===== src/rtl/mdu_seq.sv =====
// mdu_seq: multi-cycle RV32M multiply/divide sequencer (shift-add / restoring divide).
// Optional MDU_EARLY_OUT_EN: trivial operations (div-by-zero, overflow, multiply by 0) skip to DONE.
module mdu_seq #(
  parameter int XLEN = 32
) (
  input  logic            clk,
  input  logic            rst,
  input  logic            start,
  input  logic [2:0]      op,
  input  logic [XLEN-1:0] rs1,
  input  logic [XLEN-1:0] rs2,
  input  logic            flush,
  output logic            busy,
  output logic            stall,
  output logic            done,
  output logic [XLEN-1:0] result
);

  localparam int CW = $clog2(XLEN);
  localparam logic [XLEN-1:0] MIN_NEG = {1'b1, {(XLEN-1){1'b0}}};
  localparam logic [CW-1:0]   LAST    = CW'(XLEN - 1);

  typedef enum logic [1:0] {IDLE, CALC, FIX, DONE} state_t;

  state_t            state_q, state_d;
  logic [2:0]        op_q, op_d;
  logic [XLEN-1:0]   a_q, a_d;        // multiplicand, or dividend shifting into quotient
  logic [XLEN-1:0]   b_q, b_d;
  logic [2*XLEN-1:0] acc_q, acc_d;
  logic [XLEN-1:0]   rem_q, rem_d;
  logic              neg_q, neg_d, rneg_q, rneg_d, dz_q, dz_d, ovf_q, ovf_d;
  logic [CW-1:0]     cnt_q, cnt_d;
  logic [XLEN-1:0]   res_q, res_d;

  logic            sgn_a, sgn_b, a_neg, b_neg, dz_in, ovf_in;
  logic [XLEN-1:0] a_mag, b_mag;

  assign sgn_a  = op[2] ? ~op[0] : (op[1:0] != 2'b11);
  assign sgn_b  = op[2] ? ~op[0] : ~op[1];
  assign a_neg  = sgn_a & rs1[XLEN-1];
  assign b_neg  = sgn_b & rs2[XLEN-1];
  assign a_mag  = a_neg ? (~rs1 + 1'b1) : rs1;
  assign b_mag  = b_neg ? (~rs2 + 1'b1) : rs2;
  assign dz_in  = op[2] & (rs2 == '0);
  assign ovf_in = op[2] & ~op[0] & (rs1 == MIN_NEG) & (rs2 == '1);

`ifdef MDU_EARLY_OUT_EN
  logic            early_in;
  logic [XLEN-1:0] early_res;
  assign early_in  = dz_in | ovf_in | (~op[2] & ((rs1 == '0) | (rs2 == '0)));
  assign early_res = dz_in  ? (op[1] ? rs1 : '1) :
                     ovf_in ? (op[1] ? '0 : MIN_NEG) : '0;
`endif

  logic [XLEN-1:0] mul_add;
  logic [XLEN:0]   mul_sum, div_shift, div_diff;

  assign mul_add   = acc_q[0] ? a_q : {XLEN{1'b0}};
  assign mul_sum   = {1'b0, acc_q[2*XLEN-1:XLEN]} + {1'b0, mul_add};
  assign div_shift = {rem_q, a_q[XLEN-1]};
  // div_diff[XLEN] is the trial-subtract borrow; the invariant rem < divisor keeps it exact
  assign div_diff  = div_shift - {1'b0, b_q};

  logic [2*XLEN-1:0] prod;
  logic [XLEN-1:0]   quo, rmd, fix_res;

  assign prod = neg_q  ? (~acc_q + 1'b1) : acc_q;
  assign quo  = neg_q  ? (~a_q + 1'b1)   : a_q;
  assign rmd  = rneg_q ? (~rem_q + 1'b1) : rem_q;

  always_comb begin
    fix_res = '0;
    if (op_q[2]) fix_res = op_q[1] ? rmd : quo;
    else         fix_res = (op_q[1:0] == 2'b00) ? prod[XLEN-1:0] : prod[2*XLEN-1:XLEN];
    // divide-by-zero remainder already equals rs1 from the restoring loop
    if (dz_q && !op_q[1]) fix_res = '1;
    else if (ovf_q)       fix_res = op_q[1] ? '0 : MIN_NEG;
  end

  always_comb begin
    state_d = state_q;
    op_d    = op_q;
    a_d     = a_q;
    b_d     = b_q;
    acc_d   = acc_q;
    rem_d   = rem_q;
    neg_d   = neg_q;
    rneg_d  = rneg_q;
    dz_d    = dz_q;
    ovf_d   = ovf_q;
    cnt_d   = cnt_q;
    res_d   = res_q;
    case (state_q)
      IDLE: begin
        if (start && !flush) begin
          op_d    = op;
          a_d     = a_mag;
          b_d     = b_mag;
          acc_d   = {{XLEN{1'b0}}, b_mag};
          rem_d   = '0;
          neg_d   = a_neg ^ b_neg;
          rneg_d  = a_neg;
          dz_d    = dz_in;
          ovf_d   = ovf_in;
          cnt_d   = '0;
          state_d = CALC;
`ifdef MDU_EARLY_OUT_EN
          if (early_in) begin
            res_d   = early_res;
            state_d = DONE;
          end
`endif
        end
      end
      CALC: begin
        if (flush) begin
          state_d = IDLE;
        end else begin
          if (op_q[2]) begin
            rem_d = div_diff[XLEN] ? div_shift[XLEN-1:0] : div_diff[XLEN-1:0];
            a_d   = {a_q[XLEN-2:0], ~div_diff[XLEN]};
          end else begin
            acc_d = {mul_sum, acc_q[XLEN-1:1]};
          end
          cnt_d = cnt_q + 1'b1;
          if (cnt_q == LAST) state_d = FIX;
        end
      end
      FIX: begin
        if (flush) begin
          state_d = IDLE;
        end else begin
          res_d   = fix_res;
          state_d = DONE;
        end
      end
      DONE:    state_d = IDLE;
      default: state_d = IDLE;
    endcase
  end

  always_ff @(posedge clk) begin
    if (rst) begin
      state_q <= IDLE;
      op_q    <= '0;
      a_q     <= '0;
      b_q     <= '0;
      acc_q   <= '0;
      rem_q   <= '0;
      neg_q   <= 1'b0;
      rneg_q  <= 1'b0;
      dz_q    <= 1'b0;
      ovf_q   <= 1'b0;
      cnt_q   <= '0;
      res_q   <= '0;
    end else begin
      state_q <= state_d;
      op_q    <= op_d;
      a_q     <= a_d;
      b_q     <= b_d;
      acc_q   <= acc_d;
      rem_q   <= rem_d;
      neg_q   <= neg_d;
      rneg_q  <= rneg_d;
      dz_q    <= dz_d;
      ovf_q   <= ovf_d;
      cnt_q   <= cnt_d;
      res_q   <= res_d;
    end
  end

  assign busy   = (state_q == CALC) || (state_q == FIX);
  assign stall  = busy | (start & (state_q == IDLE));
  assign done   = (state_q == DONE);
  assign result = res_q;

endmodule


===== config.mk =====
export PLATFORM = sky130hd
export DESIGN_NAME = mdu_seq
export DESIGN_NICKNAME = d
export VERILOG_FILES = /design/src/rtl/mdu_seq.sv
export SDC_FILE = /design/constraint.sdc
export NUM_CORES = 1
export LEC_CHECK = 0
export ABC_AREA = 1
export BUFFER_PORTS_ARGS = -buffer_cell sky130_fd_sc_hd__buf_2
export CAP_MARGIN = 15
export CORE_ASPECT_RATIO = 2
export CORE_MARGIN = 2
export CORE_UTILIZATION = 45
export DETAILED_ROUTE_END_ITERATION = 16
export GPL_ROUTABILITY_DRIVEN = 0
export PLACE_DENSITY = 0.61
export REMOVE_ABC_BUFFERS = 1
export SYNTH_ARGS = -nofsm -noshare
export SYNTH_HDL_FRONTEND = slang
export SYNTH_SLANG_ARGS = --single-unit

===== constraint.sdc =====
create_clock -name clk -period 2.75 [get_ports clk]
set_input_delay 0.1375 -clock clk [delete_from_list [all_inputs] [get_ports clk]]
set_output_delay 0.1375 -clock clk [all_outputs]
set_load 0.05 [all_outputs]

==> impl_results.html, run 1 <==
<table>
<tr><th>Metric</th><th>Value</th></tr>
<tr><th colspan="2">Outcome</th></tr>
<tr><td>Outcome</td><td>complete, but fails checks</td></tr>
<tr><td>Violations in the final reports</td><td>design-rule violations</td></tr>
<tr><th colspan="2">Timing</th></tr>
<tr><td>Hold Worst Slack</td><td>around 6.0 ps</td></tr>
<tr><td>Period Utilization, post-route</td><td>a little over nine tenths</td></tr>
<tr><td>Final worst slack</td><td>around 79 ps</td></tr>
<tr><td>Highest clock rate</td><td>~0.37 GHz</td></tr>
<tr><td>Final count of hold timing violations</td><td>0</td></tr>
<tr><td>Worst relative slew slack</td><td>a little under two fifths</td></tr>
<tr><td>Min Tclk post-route</td><td>around 2700 ps</td></tr>
<tr><td>Final setup vio count</td><td>0</td></tr>
<tr><td>Layout Skew</td><td>approximately 28 ps</td></tr>
<tr><td>Actual slew at the worst max-slew pin</td><td>between 900 and 1000 ps</td></tr>
<tr><td>Setup TNS</td><td>0 ps</td></tr>
<tr><td>Max Transition Viols Final</td><td>0</td></tr>
<tr><th colspan="2">Worst hold path</th></tr>
<tr><td>Hold Crit Class</td><td>in -&gt; reg</td></tr>
<tr><td>Worst Hold Depth</td><td>3</td></tr>
<tr><th colspan="2">Clock network</th></tr>
<tr><td>Maximum level of the CTS H-tree</td><td>1</td></tr>
<tr><td>Clock latency of the later-clocked register in the worst-skew pair</td><td>about 560 ps</td></tr>
<tr><td>TritonCTS clock tree</td><td>done</td></tr>
<tr><td>Clock Root Buffer</td><td>clkbuf_16</td></tr>
<tr><td>Clock buffers created by TritonCTS</td><td>23</td></tr>
<tr><td>Clk slew on worst S/H paths</td><td>approximately 70 ps</td></tr>
<tr><td>Post-CTS Setup Repair Bufs</td><td>0</td></tr>
<tr><td>Buffer depth of the longest clock path</td><td>3</td></tr>
<tr><td>Sinks on the clock net</td><td>206</td></tr>
<tr><th colspan="2">Placement</th></tr>
<tr><td>Worst slack at placement</td><td>between 100 and 150 ps</td></tr>
<tr><td>DP Wirelength</td><td>71,900 um</td></tr>
<tr><td>Count of input and output buffers</td><td>~110</td></tr>
<tr><td>Post-DP Area</td><td>approximately 21,000 um^2</td></tr>
<tr><td>Placed Cells</td><td>4,080</td></tr>
<tr><th colspan="2">Global routing</th></tr>
<tr><td>First-pass GRT wire length</td><td>136,000 um</td></tr>
<tr><td>Via count of the first global-routing pass</td><td>between 20k and 25k</td></tr>
<tr><td>Total GRT Usage</td><td>38.7%</td></tr>
<tr><td>Congestion Overflow GR</td><td>0</td></tr>
<tr><td>Pin count of the biggest net entering global routing</td><td>75</td></tr>
<tr><td>Antenna violations before repair</td><td>1</td></tr>
<tr><th colspan="2">Synth</th></tr>
<tr><td>Asr flop ratio synth</td><td>0%</td></tr>
<tr><td>Sequential area share after synthesis</td><td>20.9%</td></tr>
<tr><td>Synth Area in Compound Gates</td><td>between 20% and 30%</td></tr>
<tr><td>Number of enable flip-flop cells after synthesis</td><td>0</td></tr>
<tr><td>Cell types occupying the most area after synthesis</td><td>dfxtp_1 21%, nand2_1 19%, a21oi_1 9.4%</td></tr>
<tr><td>Syn Area/Cell</td><td>roughly 5.7 um^2</td></tr>
<tr><td>Top cell type by total area after synthesis</td><td>dfxtp_1</td></tr>
<tr><td>Number of different library cells in the post-synthesis netlist</td><td>a little over 50</td></tr>
<tr><td>Most used flip-flop cell after synthesis</td><td>dfxtp_1</td></tr>
<tr><td>Combinational family with the most area after synthesis</td><td>simple AND/OR/NAND/NOR gates</td></tr>
<tr><td>Post-Synthesis Cell Area</td><td>19,800 um^2</td></tr>
<tr><td>Area fraction in and, or, nand and nor cells after synthesis</td><td>between 30% and 40%</td></tr>
<tr><td>Fraction of synthesized cell area taken by the top area cell type</td><td>20.9%</td></tr>
<tr><td>Mux share of post-synthesis cell area</td><td>0%</td></tr>
<tr><td>Most numerous cell types in the synthesized netlist</td><td>978 x nand2_1, 398 x inv_1, 371 x a21oi_1</td></tr>
<tr><td>Library cell with the highest instance count after synthesis</td><td>nand2_1</td></tr>
<tr><td>Yosys reg bits</td><td>206</td></tr>
<tr><td>XOR/XNOR share of the synthesized area</td><td>~2.5%</td></tr>
<tr><td>Gate Count Post-Synth</td><td>between 3k and 4k</td></tr>
<tr><td>Yosys Warn Count</td><td>0</td></tr>
<tr><td>Share of synthesized cell area in full adder, half adder and majority cells</td><td>~5.0%</td></tr>
<tr><th colspan="2">Finish</th></tr>
<tr><td>Register cell area after layout</td><td>~4100 um^2</td></tr>
<tr><td>Final layout net count</td><td>approximately 3.7k</td></tr>
<tr><td>Filler cell count</td><td>around 4.7k</td></tr>
<tr><td>Synthesis-to-layout area growth</td><td>11.7%</td></tr>
<tr><td>Layout cells sized above 1</td><td>between 10% and 20%</td></tr>
<tr><td>Final design instance area without fill</td><td>approximately 22,000 um^2</td></tr>
<tr><td>Post-Layout Cell Count</td><td>4,126</td></tr>
<tr><td>Multi-input gate area</td><td>13,600 um^2</td></tr>
<tr><th colspan="2">Floorplan</th></tr>
<tr><td>Initial Utilization</td><td>between 40% and 50%</td></tr>
<tr><td>Core Region</td><td>43,400 um^2</td></tr>
<tr><td>Width of the die</td><td>152 um</td></tr>
<tr><td>Vertical die dimension</td><td>about 300 um</td></tr>
<tr><td>Floorplan row count</td><td>108</td></tr>
<tr><td>Die Area</td><td>about 46,000 um^2</td></tr>
<tr><td>IO Count</td><td>about 110</td></tr>
<tr><th colspan="2">Detailed routing</th></tr>
<tr><td>DRT Pass-1 Iters</td><td>16</td></tr>
<tr><td>Routed length per placed instance</td><td>around 22 um</td></tr>
<tr><td>Number of vias in the routed layout</td><td>approximately 24k</td></tr>
<tr><td>Total Wirelength</td><td>between 90,000 and 100,000 um</td></tr>
<tr><td>Post-route DRC violation count</td><td>2</td></tr>
<tr><td>Residual antenna-violating net count after detailed routing</td><td>0</td></tr>
<tr><td>Average vias per placed instance</td><td>5.83</td></tr>
<tr><td>1st-iter DRT viols</td><td>about 2.2k</td></tr>
<tr><th colspan="2">Pwr</th></tr>
<tr><td>Worst ir drop on vdd</td><td>roughly 590 uV</td></tr>
<tr><td>Leak Pwr</td><td>11.0 nW</td></tr>
<tr><td>Pwr dens</td><td>about 530 nW/um^2</td></tr>
<tr><th colspan="2">Setup path</th></tr>
<tr><td>Crit end category</td><td>register</td></tr>
<tr><td>Startpoint type of the worst setup path</td><td>register</td></tr>
<tr><td>Crit Path Class</td><td>reg -&gt; reg</td></tr>
<tr><td>Critical path, cell by cell</td><td>ha_1 -&gt; nand2_1 -&gt; inv_1 -&gt; nand3_1 -&gt; o21ai_0 -&gt; a21oi_1 -&gt; nand2_1 -&gt; a21oi_1 -&gt; o21ai_0 -&gt; a21oi_1</td></tr>
<tr><td>CP peak stage delay</td><td>810 ps</td></tr>
<tr><td>Crit Path Max Fanout</td><td>6</td></tr>
<tr><td>Crit-path most repeated cell</td><td>a21oi_1</td></tr>
<tr><td>Worst EP required</td><td>3140 ps</td></tr>
<tr><td>Number of cells on the worst reg-to-reg path</td><td>10</td></tr>
<tr><td>Slowest stage cell, crit path</td><td>dfxtp_1</td></tr>
<tr><td>WP data arrival</td><td>roughly 3100 ps</td></tr>
<tr><th colspan="2">Flow run</th></tr>
<tr><td>Max Cap Violations</td><td>0</td></tr>
</table>
-- logic make-up (layout without fill, tap and decap cells) --
group / count (synthesis) / in the layout
compound gates: 753 / 753
xor+xnor: 57 / 57
fa+ha+maj: 78 / 78
buf+inv: 541 / 646
flops: 206 / 206
other cells: 0 / 1
simple gates: 1835 / 1835
-- critical path, delay by kind of cell, from the launching register on --
kind / cells / cell delay [ps]
compound gates: 5 / 900
simple gates: 3 / 340
flops: 1 / 810
buf+inv: 1 / 90
fa+ha+maj: 1 / 370
-- final cells by class --
cell class	instances	area share, %
Tap cell	550	3.12
Clock buffer	32	3.12
Clock inverter	9	0.618
Multi-Input combinational cell	2723	61.6
Inverter	407	6.92
Antenna cell	1	0.0113
Timing Repair Buffer	198	5.94
Sequential cell	206	18.7
-- stage by stage --
stage               util, %  power, mW
CTS                    50.7       11.6
finish                 50.9       11.8
floorplan                 -       6.38
detailed placement     48.7       8.12
global placement       48.7       8.08
global route           50.9       12.3
-- flip-flops by register name, indices dropped and copies added (netlist names) --
signal and count:
b_q 32, cnt_q 5, acc_q 64, state_q 2, dz_q 1, op_q 3
result 32, ovf_q 1, neg_q 1, a_q 32, rem_q 32, rneg_q 1
-- repair_timing --
item,4_1_cts,5_1_grt
setup endpoints to repair,0,43
gates resized for setup,0,29
endpoints found under the hold margin,8,0
hold buffers,4,0
-- layout by cell type, fill, tap and decap left out, types with 42 or more instances in the layout --
| master | instances |
|---|---|
| nor2_1 | 356 |
| nand3_1 | 289 |
| o21ai_0 | 226 |
| a21oi_1 | 368 |
| dfxtp_1 | 203 |
| buf_4 | 84 |
| o211ai_1 | 42 |
| nand2_1 | 977 |
| ha_1 | 74 |
| buf_2 | 104 |
| inv_1 | 396 |
| nand4_1 | 56 |
-- per-layer routing --
layer	track usage [%]	part of all wire, %
met4	40.0	13
met2	66.6	47
met3	6.56	7.0
met1	38.2	33
met5	0.106	0.014
-- path summary, 6_finish.rpt --
check                               start        end  slack, ps
worst max-delay path            acc_q[52]  acc_q[62]         80
worst min-delay path               rs2[0]     b_q[0]          6
worst max register to register  acc_q[52]  acc_q[62]         80
worst min register to register   cnt_q[4]   cnt_q[4]        470
-- power breakdown --
| group | total (mW) | internal, mW | leakage (nW) | switching [mW] |
|---|---|---|---|---|
| logic | 4.85 | 1.38 | 8.94 | 3.46 |
| clock network | 3.50 | 2.04 | 0.408 | 1.46 |
| registers | 3.41 | 3.17 | 1.67 | 0.246 |
| total | 11.8 | 6.59 | 11.0 | 5.17 |
No activity file was read; power rests on OpenSTA's default activity.
==> run 2, diff against run 1 <==
- ABC_AREA: 1 -> not set
==> impl_results.html, run 2 <==
<table>
<tr><th>Metric</th><th>Value</th></tr>
<tr><th colspan="2">Outcome</th></tr>
<tr><td>Outcome</td><td>complete, but fails checks</td></tr>
<tr><td>Violations in the final reports</td><td>negative setup slack</td></tr>
<tr><th colspan="2">Worst hold path</th></tr>
<tr><td>Worst Hold Depth</td><td>4 (+1)</td></tr>
<tr><td>Min-Delay Startpoint</td><td>rs2[0]</td></tr>
<tr><td>End of the worst hold path</td><td>b_q[0]</td></tr>
<tr><td>Hold Crit Class</td><td>in -&gt; reg</td></tr>
<tr><th colspan="2">Setup path</th></tr>
<tr><td>Critical path, cell by cell</td><td>or4_4 -&gt; or4_4 -&gt; or4_4 -&gt; or3_4 -&gt; or4_4 -&gt; nand3_2 -&gt; o21ai_1 -&gt; a21oi_2 -&gt; nor4_2</td></tr>
<tr><td>Worst EP required</td><td>3180 ps (+40 ps)</td></tr>
<tr><td>Crit-path most repeated cell</td><td>or4_4</td></tr>
<tr><td>WP depth</td><td>9 (-1)</td></tr>
<tr><td>Number of cells on the worst reg-to-reg path</td><td>9 (-1)</td></tr>
<tr><td>Slowest stage cell, crit path</td><td>or4_4</td></tr>
<tr><td>Crit Path Max Fanout</td><td>4 (-2)</td></tr>
<tr><td>Buffers &amp; Inverters on Critical Path</td><td>0 (-1)</td></tr>
<tr><td>Worst r2r dst</td><td>result[29]</td></tr>
<tr><td>CP peak stage delay</td><td>570 ps (-240 ps)</td></tr>
<tr><td>FF-to-FF Start</td><td>acc_q[11]</td></tr>
<tr><td>Crit end category</td><td>register</td></tr>
<tr><td>Worst R2R Setup Slack</td><td>-520 ps (-600 ps)</td></tr>
<tr><td>Startpoint type of the worst setup path</td><td>register</td></tr>
<tr><td>WP data arrival</td><td>3700 ps (+640 ps)</td></tr>
<tr><td>Dominant delay contributor by cell family on the critical path</td><td>simple AND/OR/NAND/NOR gates</td></tr>
<tr><td>Crit Path Class</td><td>reg -&gt; reg</td></tr>
<tr><th colspan="2">Global routing</th></tr>
<tr><td>Antenna violations before repair</td><td>2 (+1)</td></tr>
<tr><td>Total GRT Usage</td><td>36.0% (-2.7 points)</td></tr>
<tr><td>First-pass GRT wire length</td><td>109,000 um (-20%)</td></tr>
<tr><td>Pin count of the biggest net entering global routing</td><td>54 (-28%)</td></tr>
<tr><td>Congestion Overflow GR</td><td>0 (unchanged)</td></tr>
<tr><td>Via count of the first global-routing pass</td><td>20.0k (-13%)</td></tr>
<tr><th colspan="2">Synth</th></tr>
<tr><td>Yosys reg bits</td><td>206 (unchanged)</td></tr>
<tr><td>Sequential area share after synthesis</td><td>24.7% (+3.8 points)</td></tr>
<tr><td>Yosys Warn Count</td><td>0 (unchanged)</td></tr>
<tr><td>Fraction of synthesized cell area taken by the top area cell type</td><td>24.7% (+3.8 points)</td></tr>
<tr><td>Syn Area/Cell</td><td>7.26 um^2 (+28%)</td></tr>
<tr><td>Asr flop ratio synth</td><td>0% (unchanged)</td></tr>
<tr><td>Top cell type by total area after synthesis</td><td>dfxtp_1</td></tr>
<tr><td>Most used flip-flop cell after synthesis</td><td>dfxtp_1</td></tr>
<tr><td>Cell types occupying the most area after synthesis</td><td>dfxtp_1 25%, nand2_1 7.5%, xnor2_1 6.0%</td></tr>
<tr><td>Most numerous cell types in the synthesized netlist</td><td>335 x nand2_1, 206 x dfxtp_1, 190 x nor2_1</td></tr>
<tr><td>Gate Count Post-Synth</td><td>2,301 (-34%)</td></tr>
<tr><td>Library cell with the highest instance count after synthesis</td><td>nand2_1</td></tr>
<tr><td>Number of enable flip-flop cells after synthesis</td><td>0 (unchanged)</td></tr>
<tr><td>Number of different library cells in the post-synthesis netlist</td><td>81 (+59%)</td></tr>
<tr><td>Post-Synthesis Cell Area</td><td>16,700 um^2 (-15%)</td></tr>
<tr><th colspan="2">Pwr</th></tr>
<tr><td>Leak Pwr</td><td>9.66 nW (-12%)</td></tr>
<tr><td>Total Power</td><td>10.4 mW (-11%)</td></tr>
<tr><td>Pwr dens</td><td>445 nW/um^2 (-16%)</td></tr>
<tr><td>Worst ir drop on vdd</td><td>440 uV (-25%)</td></tr>
<tr><th colspan="2">Finish</th></tr>
<tr><td>Layout cells sized above 1</td><td>30.7% (+20 points)</td></tr>
<tr><td>Top reg by flops</td><td>acc_q</td></tr>
<tr><td>Multi-input gate area</td><td>13,400 um^2 (-1.8%)</td></tr>
<tr><td>Number of antenna diodes</td><td>0 (-1)</td></tr>
<tr><td>Most frequent cells in the layout</td><td>404 x buf_4, 329 x nand2_1, 193 x dfxtp_1</td></tr>
<tr><td>Flip-flop count of the largest register after layout</td><td>64 (unchanged)</td></tr>
<tr><td>Final layout net count</td><td>2,885 (-22%)</td></tr>
<tr><td>Synthesis-to-layout area growth</td><td>40.0%</td></tr>
<tr><td>Leading cell type in the layout, fill and taps excluded</td><td>buf_4</td></tr>
<tr><td>Post-Layout Cell Count</td><td>3,206 (-22%)</td></tr>
<tr><td>Register cell area after layout</td><td>4150 um^2 (+0.36%)</td></tr>
<tr><td>Filler cell count</td><td>3,153 (-33%)</td></tr>
<tr><th colspan="2">Placement</th></tr>
<tr><td>Count of input and output buffers</td><td>105 (unchanged)</td></tr>
<tr><td>Placed Cells</td><td>3,119 (-24%)</td></tr>
<tr><td>DP Wirelength</td><td>54,200 um (-25%)</td></tr>
<tr><th colspan="2">Timing</th></tr>
<tr><td>Unrepaired setup endpoints after global routing</td><td>true</td></tr>
<tr><td>Min Tclk post-route</td><td>3270 ps (+598 ps)</td></tr>
<tr><td>Final count of hold timing violations</td><td>0 (unchanged)</td></tr>
<tr><td>Worst relative slew slack</td><td>36.7% (-0.23 points)</td></tr>
<tr><td>Setup TNS</td><td>-21,400 ps (-21,400 ps)</td></tr>
<tr><td>Period Utilization, post-route</td><td>119% (+22 points)</td></tr>
<tr><td>Hold Worst Slack</td><td>21.5 ps (+15.6 ps)</td></tr>
<tr><td>Max Transition Viols Final</td><td>0 (unchanged)</td></tr>
<tr><td>Final setup vio count</td><td>79 (+79)</td></tr>
<tr><td>Layout Skew</td><td>27.6 ps (-0.860 ps)</td></tr>
<tr><td>Highest clock rate</td><td>0.306 GHz (-18%)</td></tr>
<tr><td>Final worst slack</td><td>-520 ps (-598 ps)</td></tr>
<tr><td>Actual slew at the worst max-slew pin</td><td>950 ps (+13.4 ps)</td></tr>
<tr><th colspan="2">Clock network</th></tr>
<tr><td>Clock latency of the later-clocked register in the worst-skew pair</td><td>550 ps (about the same)</td></tr>
<tr><td>Clock Root Buffer</td><td>clkbuf_16</td></tr>
<tr><td>Clock buffers created by TritonCTS</td><td>22 (-4.3%)</td></tr>
<tr><td>Clk slew on worst S/H paths</td><td>70 ps (about the same)</td></tr>
<tr><td>Maximum level of the CTS H-tree</td><td>1 (unchanged)</td></tr>
<tr><td>Buffer depth of the longest clock path</td><td>3 (unchanged)</td></tr>
<tr><td>Sinks on the clock net</td><td>206 (unchanged)</td></tr>
<tr><td>TritonCTS clock tree</td><td>done</td></tr>
<tr><th colspan="2">Floorplan</th></tr>
<tr><td>Initial Utilization</td><td>45.7% (+0.17 points)</td></tr>
<tr><td>IO Count</td><td>106 (unchanged)</td></tr>
<tr><td>Width of the die</td><td>140 um (-7.8%)</td></tr>
<tr><td>Floorplan row count</td><td>99 (-8.3%)</td></tr>
<tr><td>Vertical die dimension</td><td>277 um (-7.9%)</td></tr>
<tr><td>Die Area</td><td>38,800 um^2 (-15%)</td></tr>
<tr><td>Core Region</td><td>36,500 um^2 (-16%)</td></tr>
<tr><th colspan="2">Detailed routing</th></tr>
<tr><td>DRT Pass-1 Iters</td><td>7 (-9)</td></tr>
<tr><td>1st-iter DRT viols</td><td>1,329 (-40%)</td></tr>
<tr><td>Number of vias in the routed layout</td><td>19.7k (-18%)</td></tr>
<tr><td>Post-route DRC violation count</td><td>0 (-2)</td></tr>
<tr><td>Residual antenna-violating net count after detailed routing</td><td>0 (unchanged)</td></tr>
<tr><td>Routed length per placed instance</td><td>22.6 um (+1.5%)</td></tr>
<tr><td>Total Wirelength</td><td>72,500 um (-21%)</td></tr>
<tr><td>Average vias per placed instance</td><td>6.13 (+5.2%)</td></tr>
<tr><th colspan="2">Flow run</th></tr>
<tr><td>Max Cap Violations</td><td>0 (unchanged)</td></tr>
</table>
[run 2: cell types whose count changed after synthesis, moves of 41 or more]
| cell | change |
|---|---|
| a211oi_1 | +41 |
| a21oi_1 | -203 |
| clkbuf_1 | +57 |
| inv_1 | -331 |
| nand2_1 | -643 |
| nand3_1 | -241 |
| nor2_1 | -172 |
| o21ai_0 | -47 |
| o31ai_1 | +44 |
| xnor2_1 | +94 |
| xor2_1 | +64 |
[run 2: cell families (layout without fill, tap and decap cells)]
family          count (synthesis)  count (layout)  share of synthesized area, %
mux                            38              38                          2.29
fa+ha+maj                      78              78                          5.93
xor+xnor                      215             215                          11.3
compound gates                708             708                          27.5
simple gates                  834             834                          23.2
flops                         206             206                          24.7
buf+inv                       222             673                          5.08
[run 2: area by class of cell]
type / count / share of cell area (%)
sequential: 206 / 17.7
tap: 454 / 2.43
inverter: 69 / 1.13
clock inverter: 10 / 0.572
clock buffer: 30 / 2.74
timing repair buffer: 564 / 18.3
multi-input combinational: 1873 / 57.1
[run 2: worst min-delay path: cells and delay by family]
family	cells	cell delay [ps]
buffers and inverters	2	250
AND/OR/NAND/NOR	1	60
AO/OA/AOI/OAI	1	50
[run 2: what timing repair did]
action / in CTS / in global routing
hold buffers: 10 / 0
gates resized for setup: 273 / 116
setup endpoints to repair: 83 / 87
cloned: 4 / 0
pin swaps: 120 / 120
buffers inserted: 28 / 20
endpoints found under the hold margin: 10 / 0
[run 2: stage by stage]
step	util, %	setup slack, ps	instance area (um^2)
floorplan	-	-3700	16100
global placement	56.0	-751	20500
detailed placement	56.0	-801	20500
CTS	62.3	-452	22800
global route	64.0	-554	23400
finish	64.0	-520	23400
[run 2: power breakdown]
group	leakage (nW)	switching [mW]	internal, mW
Sequential	1.68	0.121	3.11
Clock	0.378	1.40	1.92
Combinational	7.60	2.24	1.62
Total	9.66	3.76	6.66
[run 2: how the worst max path moves through the flow]
stage          startpoint    endpoint  slack [ps]
2_1_floorplan  state_q[1]   acc_q[63]       -3700
3_3_place_gp      a_q[31]    rem_q[0]        -750
3_5_place_dp      a_q[31]    rem_q[6]        -800
4_1_cts           a_q[31]   rem_q[15]        -450
5_1_grt         acc_q[11]  result[21]        -550
6_report        acc_q[11]  result[29]        -520
[run 2: routing by layer]
layer  vias to the layer above  global-route usage [%]  part of all wire, %
met1                      9182                    33.8                   32
met4                         4                    36.9                   13
met5                         -                       0                0.033
met2                       879                    64.2                   50
met3                       423                    5.18                  5.7
li1                       9177                       -                    -
